<file path="src/rtl/instr_mem_loader_pkg.sv">
// Shared types and constants for the instruction memory loader.
// State encoding, default HALT encoding and word geometry.
package instr_mem_loader_pkg;

  typedef enum logic [1:0] {
    ST_IDLE,
    ST_RECV,
    ST_WRITE,
    ST_DONE
  } state_t;

  localparam logic [31:0] HALT_WORD_DEF = 32'hFFFF_FFFF;
  localparam int BYTES_PER_WORD = 4;

endpackage

</file>
<file path="src/rtl/instr_mem_loader.sv">
// Instruction memory loader: byte stream in, big-endian words out.
// Writes consecutive addresses from 0 until HALT or memory full.
module instr_mem_loader
  import instr_mem_loader_pkg::*;
#(
  parameter int ADDR_W = 5,
  parameter int DATA_W = 32,
  parameter logic [DATA_W-1:0] HALT_WORD = HALT_WORD_DEF
) (
  input  logic              clk,
  input  logic              rst,
  input  logic              i_start,
  input  logic [7:0]        i_byte,
  input  logic              i_byte_valid,
  output logic              o_byte_ready,
  output logic [ADDR_W-1:0] o_addr,
  output logic [DATA_W-1:0] o_data,
  output logic              o_wr_en,
  output logic              o_busy,
  output logic              o_done,
  output logic [ADDR_W:0]   o_word_count
);

  localparam logic [1:0] LAST_IDX =
    2'(BYTES_PER_WORD - 1);
  localparam logic [ADDR_W-1:0] ADDR_ONE = 1;
  localparam logic [ADDR_W:0]   CNT_ONE  = 1;

  state_t     state;
  state_t     state_n;
  logic [1:0] idx;
  logic       accept;
  logic       last;
  logic       stop;
  logic       start_load;

  assign accept = (state == ST_RECV) && i_byte_valid;
  assign last   = (idx == LAST_IDX);
  assign stop   = (o_data == HALT_WORD) || (&o_addr);
  assign start_load = i_start &&
    ((state == ST_IDLE) || (state == ST_DONE));

  assign o_byte_ready = (state == ST_RECV);
  assign o_wr_en      = (state == ST_WRITE);
  assign o_busy       = (state == ST_RECV) ||
                        (state == ST_WRITE);
  assign o_done       = (state == ST_DONE);

  // State register.
  always_ff @(posedge clk) begin
    if (rst) state <= ST_IDLE;
    else     state <= state_n;
  end

  // Next-state: start opens RECV, 4th byte writes, WRITE lasts one cycle.
  always_comb begin
    state_n = state;
    unique case (state)
      ST_IDLE,
      ST_DONE: begin
        if (i_start) state_n = ST_RECV;
      end
      ST_RECV: begin
        if (accept && last) state_n = ST_WRITE;
      end
      ST_WRITE: begin
        state_n = stop ? ST_DONE : ST_RECV;
      end
      default: state_n = ST_IDLE;
    endcase
  end

  // Datapath: byte assembly, address and word counter.
  always_ff @(posedge clk) begin
    if (rst) begin
      o_addr       <= '0;
      o_data       <= '0;
      o_word_count <= '0;
      idx          <= '0;
    end else begin
      if (start_load) begin
        o_addr       <= '0;
        o_word_count <= '0;
        idx          <= '0;
      end
      if (accept) begin
        unique case (idx)
          2'd0: o_data[DATA_W-1 -: 8]  <= i_byte;
          2'd1: o_data[DATA_W-9 -: 8]  <= i_byte;
          2'd2: o_data[DATA_W-17 -: 8] <= i_byte;
          default: o_data[7:0]         <= i_byte;
        endcase
        idx <= last ? 2'd0 : idx + 2'd1;
      end
      if (state == ST_WRITE) begin
        o_word_count <= o_word_count + CNT_ONE;
        if (!stop) o_addr <= o_addr + ADDR_ONE;
      end
    end
  end

endmodule

</file>
<file path="config.mk">
export PLATFORM = sky130hd
export DESIGN_NAME = instr_mem_loader
export DESIGN_NICKNAME = d
export VERILOG_FILES = /design/src/rtl/instr_mem_loader_pkg.sv /design/src/rtl/instr_mem_loader.sv
export SDC_FILE = /design/constraint.sdc
export NUM_CORES = 1
export LEC_CHECK = 0
export BUFFER_PORTS_ARGS = -buffer_cell sky130_fd_sc_hd__buf_2
export CORE_ASPECT_RATIO = 0.75
export CORE_MARGIN = 10
export CORE_UTILIZATION = 55
export CTS_CLUSTER_SIZE = 25
export DETAILED_ROUTE_END_ITERATION = 12
export GPL_ROUTABILITY_DRIVEN = 0
export GPL_TIMING_DRIVEN = 0
export PLACE_DENSITY = 0.84
export SLEW_MARGIN = 10
export SYNTH_ARGS = -nofsm -noshare
export SYNTH_HDL_FRONTEND = slang
export SYNTH_SLANG_ARGS = --single-unit
</file>
<file path="constraint.sdc">
create_clock -name clk -period 4.18 [get_ports clk]
set_clock_uncertainty 0.2 [all_clocks]
set_input_delay 0.209 -clock clk [delete_from_list [all_inputs] [get_ports clk]]
set_output_delay 0.209 -clock clk [all_outputs]
set_load 0.03 [all_outputs]
</file>
==> results.json, run 1 <==
{
  "outcome": "finished clean",
  "final_nets": 344,
  "timing.final.ws_setup_ps": 1990,
  "power.density_nw_per_um2": 361,
  "crit_buf_inv": 3,
  "wire_per_inst_um": 15.1,
  "drtAntennaViolNets": 0,
  "timing.reg2reg.setup_slack_ps": 1990,
  "min_to": "o_data[13]$_SDFFE_PP0P_",
  "syn_nets": 275,
  "max_slew_margin": 0.671,
  "hpwl_um": 4220,
  "clockBufferDepth": 2,
  "routed_wl_um": 5660,
  "clkSlewWorstSetupHoldPaths_ps": 90,
  "critical_path_class": "flop to flop",
  "grt_pass1_wl_um": 9050,
  "syn-cell-area_um2": 2040,
  "dieArea_um2": 6580,
  "worstRegToRegCells": 7,
  "synth_warnings": 0,
  "avgSynthCellArea_um2": 8.08,
  "drt_iter0_drc": 187,
  "maxSlewViolCount": 0,
  "synth_seq_cells": 47,
  "tightestPinTransition_ps": 493,
  "multiInputGateArea_um2": 1020,
  "fin_crit_ps": 2190,
  "final_common_cell": "buf_2",
  "worst_ep_arrival_time_ps": 2220,
  "route.detailed.drc": 0,
  "min-delay-start": "i_byte[5]",
  "register_area_um2": 941,
  "cts_setup_buffers": 0,
  "cts_inserted_buffers": 5,
  "synth.distinct_cells": 29,
  "rsz0062_at_grt": "no",
  "grt_antenna_before_repair": 0,
  "critPathMaxStageDelay_ps": 400,
  "yosysSeqAreaShare": 0.460,
  "viasPerCell": 5.37,
  "coreArea_um2": 3610,
  "cp_common_cell": "clkbuf_1",
  "synthCells": 253,
  "whs_path_depth": 3,
  "clk_latency_ps": 300,
  "crit_path_end_kind": "flop",
  "p_leak_nw": 1.07,
  "initial_utilization": 0.566,
  "finalPower_mw": 0.931,
  "cts_tree": "built",
  "start_kind": "flop",
  "setup_tns_ps": 0,
  "crit_family": "buffers and inverters",
  "dieHeight_um": 72.8,
  "worst_ep_required_time_ps": 4210,
  "critical-path-slowest-cell": "clkbuf_1",
  "vias": 2013,
  "finalHoldViolCount": 0,
  "track_usage": 0.167,
  "max-cap-violations": 0,
  "layout-drive-gt1-share": 0.214,
  "grt_pass1_vias": 1831,
  "cts_htree_levels": 2,
  "dp_slack_ps": 2060,
  "setup_viol": 0,
  "grt_max_degree": 15,
  "met2_wirelength_um": 2710,
  "finalCritPeriodShare": 0.524,
  "hold_path_class": "input port to flop",
  "dr.pass1.iters": 4,
  "filler_cell_count": 308,
  "met1_length_um": 2470,
  "port-buffer-count": 57,
  "critPathMaxFanout": 10,
  "r2r_start": "state[1]$_SDFFE_PP0P_",
  "cts_sinks": 47,
  "area_growth_pct": 26.1,
  "die_w_um": 90.4,
  "final_cell_mix": "57 x buf_2, 53 x nand2_1, 47 x dfxtp_1",
  "r2r_end": "o_data[12]$_SDFFE_PP0P_",
  "clock-root-buffer": "clkbuf_8",
  "ir_drop_mv": 0.266,
  "top_layer": "met4",
  "rows": 19,
  "wl_met3_um": 411,
  "pin_count": 59,
  "antenna_cells": 0,
  "fmax_ghz": 0.457,
  "path_cells": "inv_1 -> ha_1 -> and2_1 -> clkbuf_1 -> clkbuf_1 -> nand3_1 -> a21oi_1",
  "grt.overflow.total": 0,
  "cts_resized": 0
}
## sequential cells by signal, summed over array words and instances (netlist names)
| name | count |
|---|---|
| o_addr | 5 |
| state | 2 |
| idx | 2 |
| o_data | 32 |
| o_word_count | 6 |
## layer usage
metal | GRT usage | up-vias
met2 | 0.271 | 57
li1 | - | 1028
met4 | 0.0581 | 0
met1 | 0.212 | 919
met3 | 0.0411 | 9
met5 | 0 | -
## stage by stage
| step | utilization | cell area (µm²) | instances | hold slack (ps) |
|---|---|---|---|---|
| floorplan | - | 2040 | 253 | 145 |
| global route | 0.713 | 2580 | 375 | 15.0 |
| finish | 0.713 | 2580 | 375 | 13.0 |
| detailed placement | 0.663 | 2390 | 362 | 263 |
| global placement | 0.663 | 2390 | 362 | 258 |
| CTS | 0.713 | 2580 | 375 | 3.01 |
## layout make-up
class | count | area share
multi-input combinational | 186 | 0.395
sequential | 47 | 0.365
timing repair buffer | 62 | 0.130
clock buffer | 6 | 0.0282
tap | 52 | 0.0252
buffer | 14 | 0.0248
clock inverter | 2 | 0.0233
inverter | 6 | 0.00874
## tightest hold or removal path: cells and delay by family
family | cells | cell delay (ps)
buf+inv | 1 | 140
simple gates | 1 | 70
compound gates | 1 | 50
## worst max path at each step
stage	startpoint	endpoint	slack, ps	cells past startpoint
final	state[1]$_SDFFE_PP0P_	o_data[12]$_SDFFE_PP0P_	1990	7
after global routing	state[1]$_SDFFE_PP0P_	o_data[23]$_SDFFE_PP0P_	1770	7
after CTS	o_data[20]$_SDFFE_PP0P_	o_addr[4]$_SDFF_PP0_	2010	6
after detailed placement	o_data[20]$_SDFFE_PP0P_	o_addr[4]$_SDFF_PP0_	2060	6
after global placement	o_data[20]$_SDFFE_PP0P_	o_addr[3]$_SDFF_PP0_	2080	6
after floorplan	o_data[24]$_SDFFE_PP0P_	o_addr[2]$_SDFF_PP0_	2080	6
## power by group
part | total (mW) | internal (mW) | switching [mW] | leakage (nW)
combinational | 0.0831 | 0.0248 | 0.0584 | 0.630
sequential | 0.459 | 0.454 | 0.00555 | 0.380
clock | 0.388 | 0.239 | 0.149 | 0.0654
## logic make-up after synthesis
logic type | after synthesis | share of synthesized area
adders and majority gates | 10 | 0.0612
muxes | 2 | 0.0104
buffers and inverters | 20 | 0.0422
DFF | 47 | 0.460
AOI/OAI and AO/OA | 55 | 0.149
and+or+nand+nor | 119 | 0.277
## cells in the mapped netlist
cell | instances | area share
nand2_1 | 53 | 0.097
dfxtp_1 | 47 | 0.46
a21oi_1 | 41 | 0.10
nand3_1 | 30 | 0.073
clkbuf_1 | 12 | 0.022
ha_1 | 10 | 0.061
nand3b_1 | 8 | 0.029
nand4_1 | 8 | 0.024
nor2_1 | 8 | 0.015
inv_1 | 6 | 0.011
o21ai_0 | 4 | 0.0098
a31oi_1 | 3 | 0.0092
and3_1 | 3 | 0.0092
a311oi_1 | 2 | 0.0086
a41oi_1 | 2 | 0.0086
nor2b_1 | 2 | 0.0061
or4_1 | 2 | 0.0073
a21o_1 | 1 | 0.0037
a32oi_1 | 1 | 0.0043
and2_1 | 1 | 0.0031
buf_6 | 1 | 0.0055
clkbuf_4 | 1 | 0.0037
mux2_2 | 1 | 0.0055
mux2i_1 | 1 | 0.0049
nand2_2 | 1 | 0.0031
nand2b_1 | 1 | 0.0031
nor3_1 | 1 | 0.0024
o211a_1 | 1 | 0.0049
or2_2 | 1 | 0.0031
## timing repair
item                                   in CTS  in global routing
setup endpoints to repair                   0                  0
endpoints found under the hold margin      18                  0
hold buffers                                5                  0
Power figures use the tool's default switching activity.
==> run 2: changes to the inputs <==
Settings changed: ABC_AREA set to 1, CORE_UTILIZATION 55 to 51, PLACE_DENSITY 0.84 to 0.78.
Clock period 4.18 ns to 2.13 ns, I/O delays scaled along.
==> results.json, run 2 <==
{
  "outcome": "finished clean",
  "vias": 2163,
  "critPathMaxStageDelay_ps": 390,
  "fin_util": 0.665,
  "clk_latency_ps": 300,
  "clock-root-buffer": "clkbuf_8",
  "fin_area_um2": 2680,
  "cts_resized": 0,
  "dieArea_um2": 7130,
  "p_leak_nw": 1.15,
  "clkSlewWorstSetupHoldPaths_ps": 80,
  "crit_path_end_kind": "flop",
  "dp_slack_ps": 360,
  "synthTopCellsByArea": "dfxtp_1 45%, nand2_1 13%, a21oi_1 8.6%, nand3_1 7.4%, ha_1 5.9%",
  "die_w_um": 94.2,
  "hold_path_class": "input port to flop",
  "synth_seq_cells": 47,
  "rows": 20,
  "whs_ps": 56.9,
  "dieHeight_um": 75.7,
  "synth.largest_area_cell": "dfxtp_1",
  "finalCritPeriodShare": 0.870,
  "max-cap-violations": 0,
  "initial_utilization": 0.523,
  "drtAntennaViolNets": 0,
  "critical_path_class": "flop to flop",
  "syn-cell-area_um2": 2110,
  "synth_edf_count": 0,
  "area_growth_pct": 27.2,
  "drt_iter0_drc": 189,
  "synth_warnings": 0,
  "cts_inserted_buffers": 5,
  "syn_nets": 308,
  "final_common_cell": "nand2_1",
  "hpwl_um": 4280,
  "yosys.cell_count.top_type": "nand2_1",
  "grt_antenna_before_repair": 0,
  "fin_crit_ps": 1850,
  "synth_top_area_frac": 0.447,
  "timing.final.ws_setup_ps": 276,
  "placedCellCount": 398,
  "grt.overflow.total": 0,
  "antenna_cells": 0,
  "max_slew_margin": 0.646,
  "tightestPinTransition_ps": 531,
  "wire_per_inst_um": 14.6,
  "track_usage": 0.169,
  "synth_commonest_cells": "73 x nand2_1, 47 x dfxtp_1, 36 x a21oi_1",
  "register_area_um2": 941,
  "layout-drive-gt1-share": 0.222,
  "placed_area_um2": 2460,
  "viasPerCell": 5.20,
  "final_cell_mix": "73 x nand2_1, 58 x buf_2, 47 x dfxtp_1",
  "synth.distinct_cells": 25,
  "cts_sinks": 47,
  "grt_pass1_vias": 1987,
  "cts_htree_levels": 2,
  "crit_family": "simple AND/OR/NAND/NOR gates",
  "multiInputGateArea_um2": 1040,
  "pin_count": 59,
  "avgSynthCellArea_um2": 7.36,
  "async_reset_ff_frac": 0,
  "maxSlewViolCount": 0,
  "critPathMaxFanout": 9,
  "setup_tns_ps": 0,
  "path_cells": "inv_1 -> ha_1 -> nand2_1 -> inv_1 -> nor2_1 -> nand2_1 -> a21oi_1",
  "start_kind": "flop",
  "final_cells": 416,
  "worst_ep_arrival_time_ps": 1880,
  "largest_reg_flops": 32,
  "clockBufferDepth": 2,
  "routed_wl_um": 6060,
  "finalPower_mw": 1.88,
  "coreArea_um2": 4030,
  "grt_pass1_wl_um": 9560,
  "finalHoldViolCount": 0,
  "port-buffer-count": 57,
  "grt_max_degree": 15,
  "fmax_ghz": 0.539,
  "critical-path-slowest-cell": "dfxtp_1",
  "largest-register": "o_data",
  "power.density_nw_per_um2": 702,
  "synthCells": 286,
  "final_nets": 382,
  "synthFlopType": "dfxtp_1",
  "setup_viol": 0,
  "cts_tree": "built",
  "dr.pass1.iters": 4,
  "worst_ep_required_time_ps": 2160,
  "filler_cell_count": 354,
  "ir_drop_mv": 0.519,
  "route.detailed.drc": 0,
  "crit_buf_inv": 2,
  "largestRegisters": "o_data x32, o_word_count x6, o_addr x5",
  "rsz0062_at_grt": "no",
  "yosysSeqAreaShare": 0.447
}
## run 2: cell types whose count changed after synthesis, moves of 3 or more
cell,previous run,this run
nor2_1,8,31
nand2_1,53,73
inv_1,6,16
o21ai_0,4,13
nand3b_1,8,0
nand4_1,8,1
a21oi_1,41,36
clkbuf_1,12,7
a31oi_1,3,0
and3_1,3,0
## run 2: worst register-to-register path, stage by stage, from the launching register on
cell and delay (ps):
dfxtp_1 390, inv_1 70, ha_1 330, nand2_1 310
inv_1 90, nor2_1 200, nand2_1 80, a21oi_1 120
## run 2: where the power goes
group          internal (mW)  switching (mW)  total [mW]
Sequential             0.900          0.0193       0.919
Clock                  0.380           0.298       0.678
Combinational         0.0875           0.196       0.284
## run 2: cell type report
cell class / instances / area share
timing repair buffer: 67 / 0.144
multi-input combinational: 209 / 0.387
sequential: 47 / 0.351
tap: 55 / 0.0257
inverter: 18 / 0.0252
clock buffer: 6 / 0.0308
buffer: 12 / 0.0229
clock inverter: 2 / 0.0131
## run 2: repair_timing
| action | in CTS | in global routing |
|---|---|---|
| endpoints found under the hold margin | 35 | 0 |
| hold buffers | 10 | 0 |
| buffers inserted | 0 | 0 |
## run 2: kinds of logic after synthesis
| kind of cell | count (synthesis) | synth area share |
|---|---|---|
| AO/OA/AOI/OAI | 54 | 0.134 |
| flip-flops | 47 | 0.447 |
| adder cells (fa/ha/maj) | 10 | 0.0594 |
| buffers and inverters | 30 | 0.0612 |
| AND/OR/NAND/NOR | 145 | 0.298 |
## run 2: routing by layer
metal / share of wire / vias up / track usage / wire, µm
li1: - / 1085 / - / -
met1: 0.43 / 970 / 0.213 / 2590
met2: 0.46 / 94 / 0.268 / 2810
met3: 0.088 / 14 / 0.0482 / 535
met4: 0.021 / 0 / 0.0639 / 125
met5: 0 / - / 0 / 0
## run 2: final timing paths
| check | start | endpoint | slack, ps | depth (start not counted) |
|---|---|---|---|---|
| max | state[0]$_SDFFE_PP0P_ | o_word_count[1]$_SDFFE_PP0P_ | 280 | 7 |
| min | rst | o_word_count[3]$_SDFFE_PP0P_ | 60 | 2 |
| min reg2reg | o_data[30]$_SDFFE_PP0P_ | o_data[30]$_SDFFE_PP0P_ | 280 | 2 |
| max reg2reg | state[0]$_SDFFE_PP0P_ | o_word_count[1]$_SDFFE_PP0P_ | 280 | 7 |
==> run 3: changes to the inputs <==
Settings changed: SETUP_SLACK_MARGIN set to 0.3.
==> results.json, run 3 (synthesis gave the netlist of run 2 again) <==
{
  "cts_sinks": 47,
  "coreArea_um2": 4030,
  "critPathMaxFanout": 9,
  "whs_ps": 46.8,
  "power.density_nw_per_um2": 700,
  "area_growth_pct": 28.3,
  "fmax_ghz": 0.583,
  "ir_drop_mv": 0.524,
  "fin_crit_ps": 1710,
  "largest_reg_flops": 32,
  "drtAntennaViolNets": 0,
  "layout-drive-gt1-share": 0.244,
  "dp_slack_ps": 360,
  "critical-path-slowest-cell": "dfxtp_2",
  "finalHoldViolCount": 0,
  "cp_common_cell": "inv_1",
  "max_slew_margin": 0.649,
  "largest-register": "o_data",
  "drt_iter0_drc": 168,
  "cts_htree_levels": 2,
  "final_common_cell": "nand2_1",
  "vias": 2156,
  "antenna_cells": 0,
  "worst_ep_required_time_ps": 2160,
  "worst_ep_arrival_time_ps": 1750,
  "crit_path_end_kind": "flop",
  "grt_pass1_wl_um": 9560,
  "maxSlewViolCount": 0,
  "path_cells": "inv_1 -> ha_1 -> nand2_2 -> inv_1 -> nor2_1 -> nand2_1 -> a21oi_1",
  "max-cap-violations": 0,
  "filler_cell_count": 346,
  "wire_per_inst_um": 14.7,
  "clkSlewWorstSetupHoldPaths_ps": 80,
  "critical_path_class": "flop to flop",
  "final_cell_mix": "69 x nand2_1, 58 x buf_2, 45 x dfxtp_1",
  "grt_antenna_before_repair": 0,
  "pin_count": 59,
  "crit_family": "simple AND/OR/NAND/NOR gates",
  "clk_latency_ps": 300,
  "largestRegisters": "o_data x32, o_word_count x6, o_addr x5",
  "grt-busiest-layer": "met2",
  "dieArea_um2": 7130,
  "grt.overflow.total": 0,
  "grt_pass1_vias": 1987,
  "initial_utilization": 0.523,
  "p_leak_nw": 1.15,
  "setup_viol": 0,
  "grtUsageMet1": 0.213,
  "route.detailed.drc": 0,
  "use_met3": 0.0482,
  "hpwl_um": 4280,
  "start_kind": "flop",
  "outcome": "finished clean",
  "cts_tree": "built",
  "hold_path_class": "input port to flop",
  "critPathMaxStageDelay_ps": 360,
  "rsz0062_at_grt": "no",
  "final_nets": 382,
  "tightestPinTransition_ps": 527,
  "finalCritPeriodShare": 0.805,
  "viasPerCell": 5.18,
  "use_met2": 0.268,
  "timing.final.ws_setup_ps": 415,
  "rows": 20,
  "clockBufferDepth": 2,
  "dieHeight_um": 75.7,
  "die_w_um": 94.2,
  "routed_wl_um": 6100,
  "clock-root-buffer": "clkbuf_8",
  "dr.pass1.iters": 5,
  "crit_buf_inv": 2,
  "port-buffer-count": 57,
  "track_usage": 0.169,
  "cts_inserted_buffers": 5,
  "grt_max_degree": 15,
  "setup_tns_ps": 0
}
## run 3: cell types whose count changed in the layout (fill, tap and decap cells not counted)
cell | previous run | this run
buf_4 | 2 | 1
buf_6 | 1 | 2
dfxtp_1 | 47 | 45
dfxtp_2 | 0 | 2
ha_1 | 10 | 9
ha_2 | 0 | 1
nand2_1 | 73 | 69
nand2_2 | 2 | 6
nor3_1 | 1 | 0
nor3_2 | 1 | 2
## run 3: routing by layer
| layer | vias up | part of all wire | wire length [µm] |
|---|---|---|---|
| met5 | - | 0 | 0 |
| met1 | 962 | 0.43 | 2640 |
| met2 | 100 | 0.47 | 2840 |
| met3 | 10 | 0.085 | 521 |
| li1 | 1084 | - | - |
| met4 | 0 | 0.017 | 103 |
## run 3: worst paths after layout
| path | from | endpoint | slack, ps | cells after the start |
|---|---|---|---|---|
| worst max-delay path | state[0]$_SDFFE_PP0P_ | o_word_count[1]$_SDFFE_PP0P_ | 420 | 7 |
| worst min-delay path | rst | o_word_count[3]$_SDFFE_PP0P_ | 50 | 2 |
| worst max register to register | state[0]$_SDFFE_PP0P_ | o_word_count[1]$_SDFFE_PP0P_ | 420 | 7 |
| worst min register to register | o_data[30]$_SDFFE_PP0P_ | o_data[30]$_SDFFE_PP0P_ | 280 | 2 |
## run 3: cell type report
cell class	count	area, µm²	share of cell area
clock buffers	6	82.6	0.0306
repair buffers	67	385	0.143
flip-flops and latches	47	943	0.349
clock inverters	2	35.0	0.0130
well taps	55	68.8	0.0255
multi-input cells	209	1050	0.390
inverters	18	67.6	0.0250
plain buffers	12	65.1	0.0241
## run 3: what timing repair did
item,4_1_cts,5_1_grt
hold buffers,10,0
gates resized for setup,0,9
hold endpoints to repair,35,0
setup endpoints to repair,0,34
setup buffers,0,0
## run 3: per-stage QoR
step                cell area (µm²)   util  total power [mW]  cells
finish                         2700  0.670              1.89    416
global route                   2700  0.670              1.95    416
CTS                            2680  0.665              1.89    416
detailed placement             2460  0.611              1.20    398
global placement               2460  0.611              1.19    398
floorplan                      2110      -              1.12    286
## run 3: where the power goes
part / switching (mW) / total [mW] / leakage, nW / internal, mW
sequential: 0.0196 / 0.920 / 0.380 / 0.901
combinational: 0.200 / 0.291 / 0.708 / 0.0910
clock: 0.299 / 0.679 / 0.0612 / 0.380
